### src/rtl/fifo_arb_pkg.sv
// fifo_arb_pkg: shared types and widths for the FIFO write-port arbiter.
//   state_t : arbiter FSM states (IDLE, BURST)
//   OCC_W   : occupancy counter width for the default depth
//   PTR_W   : requester index width for the default requester count
//   BEAT_W  : burst beat counter width (covers MAX_BURST up to 15)
// The top module derives its own widths from its parameters. The OCC_W and
// PTR_W values here match the default configuration.
package fifo_arb_pkg;

  typedef enum logic {
    IDLE  = 1'b0,
    BURST = 1'b1
  } state_t;

  localparam int DEF_N_REQ = 4;
  localparam int DEF_DEPTH = 8;
  localparam int OCC_W     = $clog2(DEF_DEPTH + 1);
  localparam int PTR_W     = $clog2(DEF_N_REQ);
  localparam int BEAT_W    = 4;

endpackage

### src/rtl/rr_pick.sv
// rr_pick: combinational rotating-priority search.
//   req   in  N      request vector
//   ptr   in  PTR_W  index with highest priority this cycle
//   idx   out PTR_W  first requesting index in order ptr, ptr+1, ... mod N
//   valid out 1      at least one request is present
module rr_pick #(
  parameter int N     = 4,
  parameter int PTR_W = 2
) (
  input  logic [N-1:0]     req,
  input  logic [PTR_W-1:0] ptr,
  output logic [PTR_W-1:0] idx,
  output logic             valid
);

  logic [PTR_W-1:0] j;

  // The loop runs from the lowest priority to the highest. The last hit
  // wins, so the search order starts at ptr.
  always_comb begin
    idx   = '0;
    valid = 1'b0;
    j     = '0;
    for (int k = N - 1; k >= 0; k--) begin
      j = PTR_W'((int'(ptr) + k) % N);
      if (req[j]) begin
        idx   = j;
        valid = 1'b1;
      end
    end
  end

endmodule

### src/rtl/fifo_wr_arbiter.sv
// fifo_wr_arbiter: shares one synchronous FIFO write port among N_REQ
// producers. It uses round-robin arbitration with bursts of up to
// MAX_BURST beats. A shadow occupancy count keeps writes out of a full FIFO.
//
// Ports:
//   clk, rst        clock; asynchronous active-high reset
//   req, req_data   per-producer request and data (slice i at [i*WIDTH +: WIDTH])
//   gnt             one-hot; a beat of requester i is accepted this cycle
//   fifo_wr_en      write strobe to the FIFO
//   fifo_data_in    write data to the FIFO (0 when not writing)
//   fifo_rd_en      copy of the consumer's FIFO read enable
//   fifo_empty      FIFO empty flag
//   occupancy       shadow entry count
//   busy            high while a burst owner holds the port
//   wr_beats        (FIFO_ARB_STATS_EN only) saturating count of accepted beats
//   full_stalls     (FIFO_ARB_STATS_EN only) saturating count of full stalls
//
// Handshake: a producer raises req[i] and holds req_data stable until it
// sees gnt[i]. A beat transfers in exactly the cycle where gnt[i] is high.
// The producer may then present the next word or drop req.
//
// Optional feature macro: FIFO_ARB_STATS_EN (adds wr_beats / full_stalls).
module fifo_wr_arbiter
  import fifo_arb_pkg::*;
#(
  parameter int N_REQ     = 4,
  parameter int WIDTH     = 8,
  parameter int DEPTH     = 8,
  parameter int MAX_BURST = 4
) (
  input  logic                         clk,
  input  logic                         rst,
  input  logic [N_REQ-1:0]             req,
  input  logic [N_REQ*WIDTH-1:0]       req_data,
  output logic [N_REQ-1:0]             gnt,
  output logic                         fifo_wr_en,
  output logic [WIDTH-1:0]             fifo_data_in,
  input  logic                         fifo_rd_en,
  input  logic                         fifo_empty,
  output logic [$clog2(DEPTH+1)-1:0]   occupancy,
  output logic                         busy
`ifdef FIFO_ARB_STATS_EN
  ,
  output logic [15:0]                  wr_beats,
  output logic [15:0]                  full_stalls
`endif
);

  localparam int OCC_BITS = $clog2(DEPTH + 1);
  localparam int PTR_BITS = (N_REQ > 1) ? $clog2(N_REQ) : 1;

  state_t                state_q, state_d;
  logic [PTR_BITS-1:0]   owner_q, owner_d;
  logic [PTR_BITS-1:0]   rr_q, rr_d;
  logic [BEAT_W-1:0]     beats_q, beats_d;
  logic [OCC_BITS-1:0]   occ_q;

  logic [PTR_BITS-1:0]   pick_idx;
  logic                  pick_valid;
  logic                  owner_req;
  logic                  has_room;
  logic                  accept;
  logic                  last_beat;
  logic [PTR_BITS-1:0]   next_ptr;
  logic                  inc;
  logic                  dec;

  rr_pick #(
    .N     (N_REQ),
    .PTR_W (PTR_BITS)
  ) u_rr_pick (
    .req   (req),
    .ptr   (rr_q),
    .idx   (pick_idx),
    .valid (pick_valid)
  );

  // The FIFO's own full flag lags by a cycle, so the room check uses the
  // shadow count. That count already includes every write issued so far.
  assign owner_req = req[owner_q];
  assign has_room  = occ_q < OCC_BITS'(DEPTH);
  assign accept    = (state_q == BURST) && owner_req && has_room;
  assign last_beat = beats_q == BEAT_W'(MAX_BURST - 1);
  assign next_ptr  = (owner_q == PTR_BITS'(N_REQ - 1)) ? '0 : owner_q + 1'b1;

  assign inc = fifo_wr_en;
  assign dec = fifo_rd_en && !fifo_empty;

  assign occupancy = occ_q;
  assign busy      = (state_q == BURST);

  // Write-port outputs depend on registered state plus req only. An
  // asynchronous reset therefore drops them at once.
  always_comb begin
    gnt          = '0;
    fifo_wr_en   = accept;
    fifo_data_in = '0;
    if (accept) begin
      gnt[owner_q] = 1'b1;
      fifo_data_in = req_data[owner_q*WIDTH +: WIDTH];
    end
  end

  always_comb begin
    state_d = state_q;
    owner_d = owner_q;
    rr_d    = rr_q;
    beats_d = beats_q;
    case (state_q)
      IDLE: begin
        // Arbitration cycle: nothing is written here.
        if (pick_valid) begin
          owner_d = pick_idx;
          beats_d = '0;
          state_d = BURST;
        end
      end
      BURST: begin
        if (accept) begin
          beats_d = beats_q + 1'b1;
          if (last_beat) begin
            state_d = IDLE;
            rr_d    = next_ptr;
          end
        end else if (!owner_req) begin
          // The owner gave up early. It forfeits the rest of its burst.
          state_d = IDLE;
          rr_d    = next_ptr;
        end
        // Otherwise the FIFO is full: hold the burst and stall.
      end
      default: state_d = IDLE;
    endcase
  end

  always_ff @(posedge clk or posedge rst) begin
    if (rst) begin
      state_q <= IDLE;
      owner_q <= '0;
      rr_q    <= '0;
      beats_q <= '0;
    end else begin
      state_q <= state_d;
      owner_q <= owner_d;
      rr_q    <= rr_d;
      beats_q <= beats_d;
    end
  end

  always_ff @(posedge clk or posedge rst) begin
    if (rst) begin
      occ_q <= '0;
    end else begin
      case ({inc, dec})
        2'b10:   occ_q <= occ_q + 1'b1;
        2'b01:   occ_q <= occ_q - 1'b1;
        default: occ_q <= occ_q;
      endcase
    end
  end

`ifdef FIFO_ARB_STATS_EN
  logic full_stall;
  assign full_stall = (state_q == BURST) && owner_req && (occ_q == OCC_BITS'(DEPTH));

  always_ff @(posedge clk or posedge rst) begin
    if (rst) begin
      wr_beats    <= '0;
      full_stalls <= '0;
    end else begin
      if (accept && (wr_beats != 16'hFFFF))
        wr_beats <= wr_beats + 16'd1;
      if (full_stall && (full_stalls != 16'hFFFF))
        full_stalls <= full_stalls + 16'd1;
    end
  end
`endif

endmodule

### config.mk
export PLATFORM = sky130hd
export DESIGN_NAME = fifo_wr_arbiter
export DESIGN_NICKNAME = d
export VERILOG_FILES = /design/src/rtl/fifo_arb_pkg.sv /design/src/rtl/rr_pick.sv /design/src/rtl/fifo_wr_arbiter.sv
export SDC_FILE = /design/constraint.sdc
export NUM_CORES = 1
export LEC_CHECK = 0
export BUFFER_PORTS_ARGS = -buffer_cell sky130_fd_sc_hd__buf_2
export CAP_MARGIN = 20
export CORE_ASPECT_RATIO = 1.2
export CORE_MARGIN = 2
export CORE_UTILIZATION = 48
export DETAILED_ROUTE_END_ITERATION = 12
export PLACE_DENSITY = 0.91
export SLEW_MARGIN = 20
export SYNTH_ARGS = -nofsm -noshare
export SYNTH_HDL_FRONTEND = slang
export SYNTH_HIERARCHICAL = 1
export SYNTH_SLANG_ARGS = --single-unit
### constraint.sdc
create_clock -name clk -period 3.76 [get_ports clk]
set_clock_uncertainty 0.1 [all_clocks]
set_input_delay 0.188 -clock clk [delete_from_list [all_inputs] [get_ports clk]]
set_output_delay 0.188 -clock clk [all_outputs]
set_load 0.1 [all_outputs]
==> results.txt, run 1 <==
status -> finished clean
total CTS buffers -> 3
RSZ-0062 raised after global routing -> no
fill cell count -> 212
GRT Residual Overflow -> 0
FF-to-FF path depth -> 9
post-cts sizing count -> 0
CTS clock-pin slew for the worst setup and hold paths -> 0.07 ns
fin crit period -> 2.85 ns
Crit Path Class -> flip-flop to flip-flop
Die Width -> 47.7 um
Max clock buf depth -> 2
Yosys cell types -> 33
Worst Path Max Fanout -> 14
critical path required time -> 3.81 ns
share of cells above drive strength 1 -> 0.469
IO Pins -> 58
largest net degree at the start of global routing -> 15
Mapped Area -> 1100 sq um
element type at the critical path start -> flip-flop
worst-path cell chain -> mux4_2, nand2_4, ha_1, xor2_1, ha_1, a21oi_1, xnor2_1, nor2_1, xor2_1
most used cells in the layout excluding fill and tap cells -> buf_2 (57), dfrtp_1 (13), and3_1 (12), mux4_2 (8), ha_1 (8)
crit path max-delay cell type -> dfrtp_1
worst path bufs/invs -> 0
DR vias -> 1059
Post-Syn Area per Cell -> 10.6 sq um
Post-Syn Nets -> 152
DRT iter0 DRCs -> 22
ys async rst share -> 1.00
cts hold-fix bufs -> 1
first-pass GRT wire length -> 3950 um
setup violators final -> 0
CTS root buf -> clkbuf_4
most common cell after layout, fill and taps aside -> buf_2
register bit total from synthesis -> 13
die area -> 2690 sq um
main flop type after synthesis -> dfrtp_1
Finished Cell Area -> 1440 sq um
Setup TNS -> 0 ns
Worst Hold End -> owner_q[1]
Min-Delay Path Depth -> 4
Critical Path End Type -> flip-flop
Die Height -> 56.4 um
Clock Sink Count -> 13
crit share post-route -> 0.758
Placed Cells -> 188
DR pass1 iterations -> 4
cell count after synthesis -> 104
port bufs -> 57
Worst EP arrival -> 2.89 ns
Setup Buffers After CTS -> 0
CTS tree -> done
H-tree levels -> 1
Max Slew Vio Count -> 0
Slew headroom -> 0.524
Placeable Area -> 2230 sq um
initial antenna violation count -> 0
P&R area growth vs syn -> 31.3%
CP peak stage delay -> 0.74 ns
hold_sp -> req[2]
cell family with most CP delay -> flip-flops
Initial Util -> 0.492
R2R Path End -> occupancy[2]
Hold/Removal Path Class -> primary input to flip-flop
Max Cap Viol -> 0
number of vias per cell -> 5.49
start of the worst register-to-register path -> owner_q[0]
fmax -> 0.351 GHz
nets -> 211
GP Congestion -> 0.668
per-cell routed wire length -> 13.8 um
# DRC -> 0
total wire length -> 2650 um
Yosys Warn Count -> 6
Antenna Cells -> 0
placed inst area -> 1410 sq um
Detail Route Antenna Nets -> 0
row cnt -> 19
Finished Layout Cells -> 193
register area share after synthesis -> 0.296
GRT Total Usage -> 0.200
Util after Layout -> 0.646
flop2flop setup slack -> 0.91 ns
Clock Latency Late Sink -> 0.26 ns
measured slew at the worst slew-check pin -> 0.712 ns
vias in the first global route -> 1000
Hold Vio Cnt, Final -> 0
Post-DP HPWL -> 2250 um
number of enable flip-flop cells after synthesis -> 0
[tightest hold or removal path, cell delays in order]
cell	delay, ns
buf_2	0.12
nor2_1	0.06
nor2_1	0.10
mux2_2	0.15
[how the worst max path moves through the flow]
stage	start	end	depth (start not counted)
after floorplan	busy	occupancy[2]	9
after global placement	owner_q[0]	occupancy[2]	9
after detailed placement	owner_q[0]	occupancy[2]	9
after CTS	owner_q[0]	occupancy[2]	9
after global routing	owner_q[0]	occupancy[2]	9
final	owner_q[0]	occupancy[2]	9
[final cells by class]
cell class | instances | area (sq um) | share of cell area
multi-input combinational | 81 | 734 | 0.509
sequential | 13 | 325 | 0.225
timing repair buffer | 58 | 295 | 0.205
tap | 31 | 38.8 | 0.0269
clock buffer | 4 | 26.3 | 0.0182
inverter | 6 | 22.5 | 0.0156
[state kept, by name, indices dropped and copies added (netlist names)]
name,flops
busy,1
owner_q,2
rr_q,2
beats_q,4
occupancy,4
[logic make-up (layout without fill, tap and decap cells)]
family,Yosys count,in the layout,share of synthesized area
AND/OR/NAND/NOR,39,39,0.196
multiplexers,16,16,0.257
AO/OA/AOI/OAI,13,13,0.0843
flip-flops,13,13,0.296
buffers and inverters,10,68,0.0353
adder cells (fa/ha/maj),8,8,0.0911
XOR/XNOR,5,5,0.0399
[synthesized netlist by cell type (3+ instances only)]
master | n | share of area
a21oi_1 | 3 | 0.014
and3_1 | 12 | 0.068
clkbuf_1 | 3 | 0.010
dfrtp_1 | 13 | 0.30
ha_1 | 8 | 0.091
inv_1 | 5 | 0.017
mux2_2 | 3 | 0.031
mux4_2 | 8 | 0.16
nand2_1 | 7 | 0.024
nand2b_1 | 3 | 0.017
nand3_1 | 4 | 0.018
nor2_1 | 6 | 0.020
xor2_1 | 3 | 0.024
[routing by layer]
metal  up-vias  wire length [um]  share of wire  GRT usage
li1        499                 -              -          -
met1       489               958           0.36      0.191
met2        69              1390           0.52      0.390
met3         2               289           0.11     0.0418
met4         0                17         0.0064     0.0579
met5         -                 0              0          0
[through the flow]
stage	hold slack, ns	setup slack (ns)
final	0.280	0.911
after CTS	0.265	0.882
after detailed placement	0.143	0.900
after global placement	0.118	0.983
after floorplan	-0.0350	1.02
after global routing	0.275	0.706
Power of run 1 is left out: the tool's default activity adds up to more than one toggle a clock period on the data nets, which glitch-free logic cannot reach.
==> inputs of run 2 (changes only) <==
--- a/config.mk
+++ b/config.mk
@@ -9,9 +9,9 @@
 export CAP_MARGIN = 20
 export CORE_ASPECT_RATIO = 1.2
 export CORE_MARGIN = 2
-export CORE_UTILIZATION = 48
+export CORE_UTILIZATION = 40
 export DETAILED_ROUTE_END_ITERATION = 12
-export PLACE_DENSITY = 0.91
+export PLACE_DENSITY = 0.81
 export SLEW_MARGIN = 20
 export SYNTH_ARGS = -nofsm -noshare
 export SYNTH_HDL_FRONTEND = slang
==> constraint.sdc (replaced) <==
create_clock -name clk -period 2.5 [get_ports clk]
set_clock_uncertainty 0.1 [all_clocks]
set_input_delay 0.125 -clock clk [delete_from_list [all_inputs] [get_ports clk]]
set_output_delay 0.125 -clock clk [all_outputs]
set_load 0.1 [all_outputs]
==> run 2 against run 1 <==
Net effect: non-clock buffer count increased by 4; global-route usage shrank 1.7 points; critical endpoint unchanged; utilization decreased by 7.2 points; critical path depth stayed put; critical path type unchanged; worst hold slack worse by 0.089 ns; routed wire length up 0.75%; sequential cell count is the same; register-to-register slack lost 0.68 ns.
==> results.txt, run 2 (synthesis results as in run 1) <==
status -> finished clean
Setup TNS -> 0 ns
Die Height -> 61.4 um
WL met2 -> 1410 um
die area -> 3180 sq um
vias in the first global route -> 1067
worst path bufs/invs -> 0
Initial Util -> 0.426
Max Used Layer -> met4
DR pass1 iterations -> 4
IO Pins -> 58
GRT Total Usage -> 0.183
Critical Path End Type -> flip-flop
# DRC -> 0
Max clock buf depth -> 2
worst-path cell chain -> mux4_2, nand2_4, ha_1, xor2_1, ha_1, a21oi_1, xnor2_1, nor2_1, xor2_1
row cnt -> 20
number of vias per cell -> 5.32
initial antenna violation count -> 0
Hold Vio Cnt, Final -> 0
CTS tree -> done
Placed Cells -> 194
GRT Residual Overflow -> 0
Worst EP arrival -> 2.33 ns
nets -> 215
DR vias -> 1059
worst slack, placed -> 0.234 ns
Util after Layout -> 0.574
Detail Route Antenna Nets -> 0
DR WL met3 -> 258 um
Finished Layout Cells -> 199
crit share post-route -> 0.906
most common cell after layout, fill and taps aside -> buf_2
element type at the critical path start -> flip-flop
largest net degree at the start of global routing -> 14
Hold/Removal Path Class -> primary input to flip-flop
Leakage -> 0.801 nW
port bufs -> 57
Clock Latency Late Sink -> 0.28 ns
GP Congestion -> 0.751
placed inst area -> 1440 sq um
first-pass GRT wire length -> 4330 um
crit path max-delay cell type -> mux4_2
Clock Sink Count -> 13
critical path required time -> 2.57 ns
H-tree levels -> 1
P&R area growth vs syn -> 34.6%
Setup WS post-layout -> 0.235 ns
Max Cap Viol -> 0
Antenna Cells -> 0
measured slew at the worst slew-check pin -> 0.514 ns
Die Width -> 51.8 um
cts hold-fix bufs -> 1
DRT iter0 DRCs -> 11
fin crit period -> 2.26 ns
Worst Path Max Fanout -> 8
VDD IR-drop max -> 1.11 mV
setup violators final -> 0
Slew headroom -> 0.657
most used cells in the layout excluding fill and tap cells -> buf_2 (57), and3_1 (12), dfrtp_1 (11), mux4_2 (8), ha_1 (8)
CTS root buf -> clkbuf_4
fmax -> 0.442 GHz
Post-DP HPWL -> 2250 um
Crit Path Class -> flip-flop to flip-flop
Pwr Density -> 1490 nW/um^2
post-cts sizing count -> 0
CTS clock-pin slew for the worst setup and hold paths -> 0.08 ns
share of cells above drive strength 1 -> 0.500
total wire length -> 2670 um
cell family with most CP delay -> multiplexers
RSZ-0062 raised after global routing -> no
Placeable Area -> 2580 sq um
CP peak stage delay -> 0.55 ns
Max Slew Vio Count -> 0
total CTS buffers -> 3
met1 WL -> 969 um
Setup Buffers After CTS -> 0
per-cell routed wire length -> 13.4 um
Finished Cell Area -> 1480 sq um
flop2flop setup slack -> 0.24 ns
[run 2: cell type report]
class                   instances  area, sq um
fillers                       236         1100
repair buffers                 62          325
multi-input cells              81          734
clock inverters                 1         5.00
well taps                      33         41.3
flip-flops and latches         13          328
clock buffers                   3         22.5
inverters                       6         22.5
[run 2: worst min-delay path, cell delays in order]
cell    delay (ns)
buf_2         0.11
nor2_1        0.06
nor2_1        0.10
mux2_2        0.15
[run 2: report_power, final]
group          total [mW]  internal (mW)  leakage [nW]  switching, mW
clock network       0.132         0.0594        0.0177         0.0724
registers           0.427          0.309         0.158          0.119
logic                1.65          0.487         0.624           1.16
total                2.21          0.855         0.801           1.36
[run 2: final timing paths]
check | startpoint | end | cells after the start
max in group asynchronous | rst | busy | 3
min reg2reg | beats_q[2] | beats_q[2] | 1
max | owner_q[0] | occupancy[2] | 9
min | req[2] | owner_q[1] | 4
max reg2reg | owner_q[0] | occupancy[2] | 9
min in group asynchronous | rst | occupancy[1] | 3
[run 2: metal layers]
metal  vias up  global-route usage
li1        504                   -
met1       497               0.171
met2        54               0.378
met3         4              0.0291
met4         0              0.0902
met5         -                   0
[run 2: through the flow]
stage | hold slack (ns) | total power, mW
detailed placement | 0.0788 | 2.09
floorplan | -0.0982 | 1.78
global route | 0.203 | 2.35
finish | 0.191 | 2.21
CTS | 0.176 | 2.23
global placement | 0.0652 | 2.04
(Power assumes the default switching activity.)
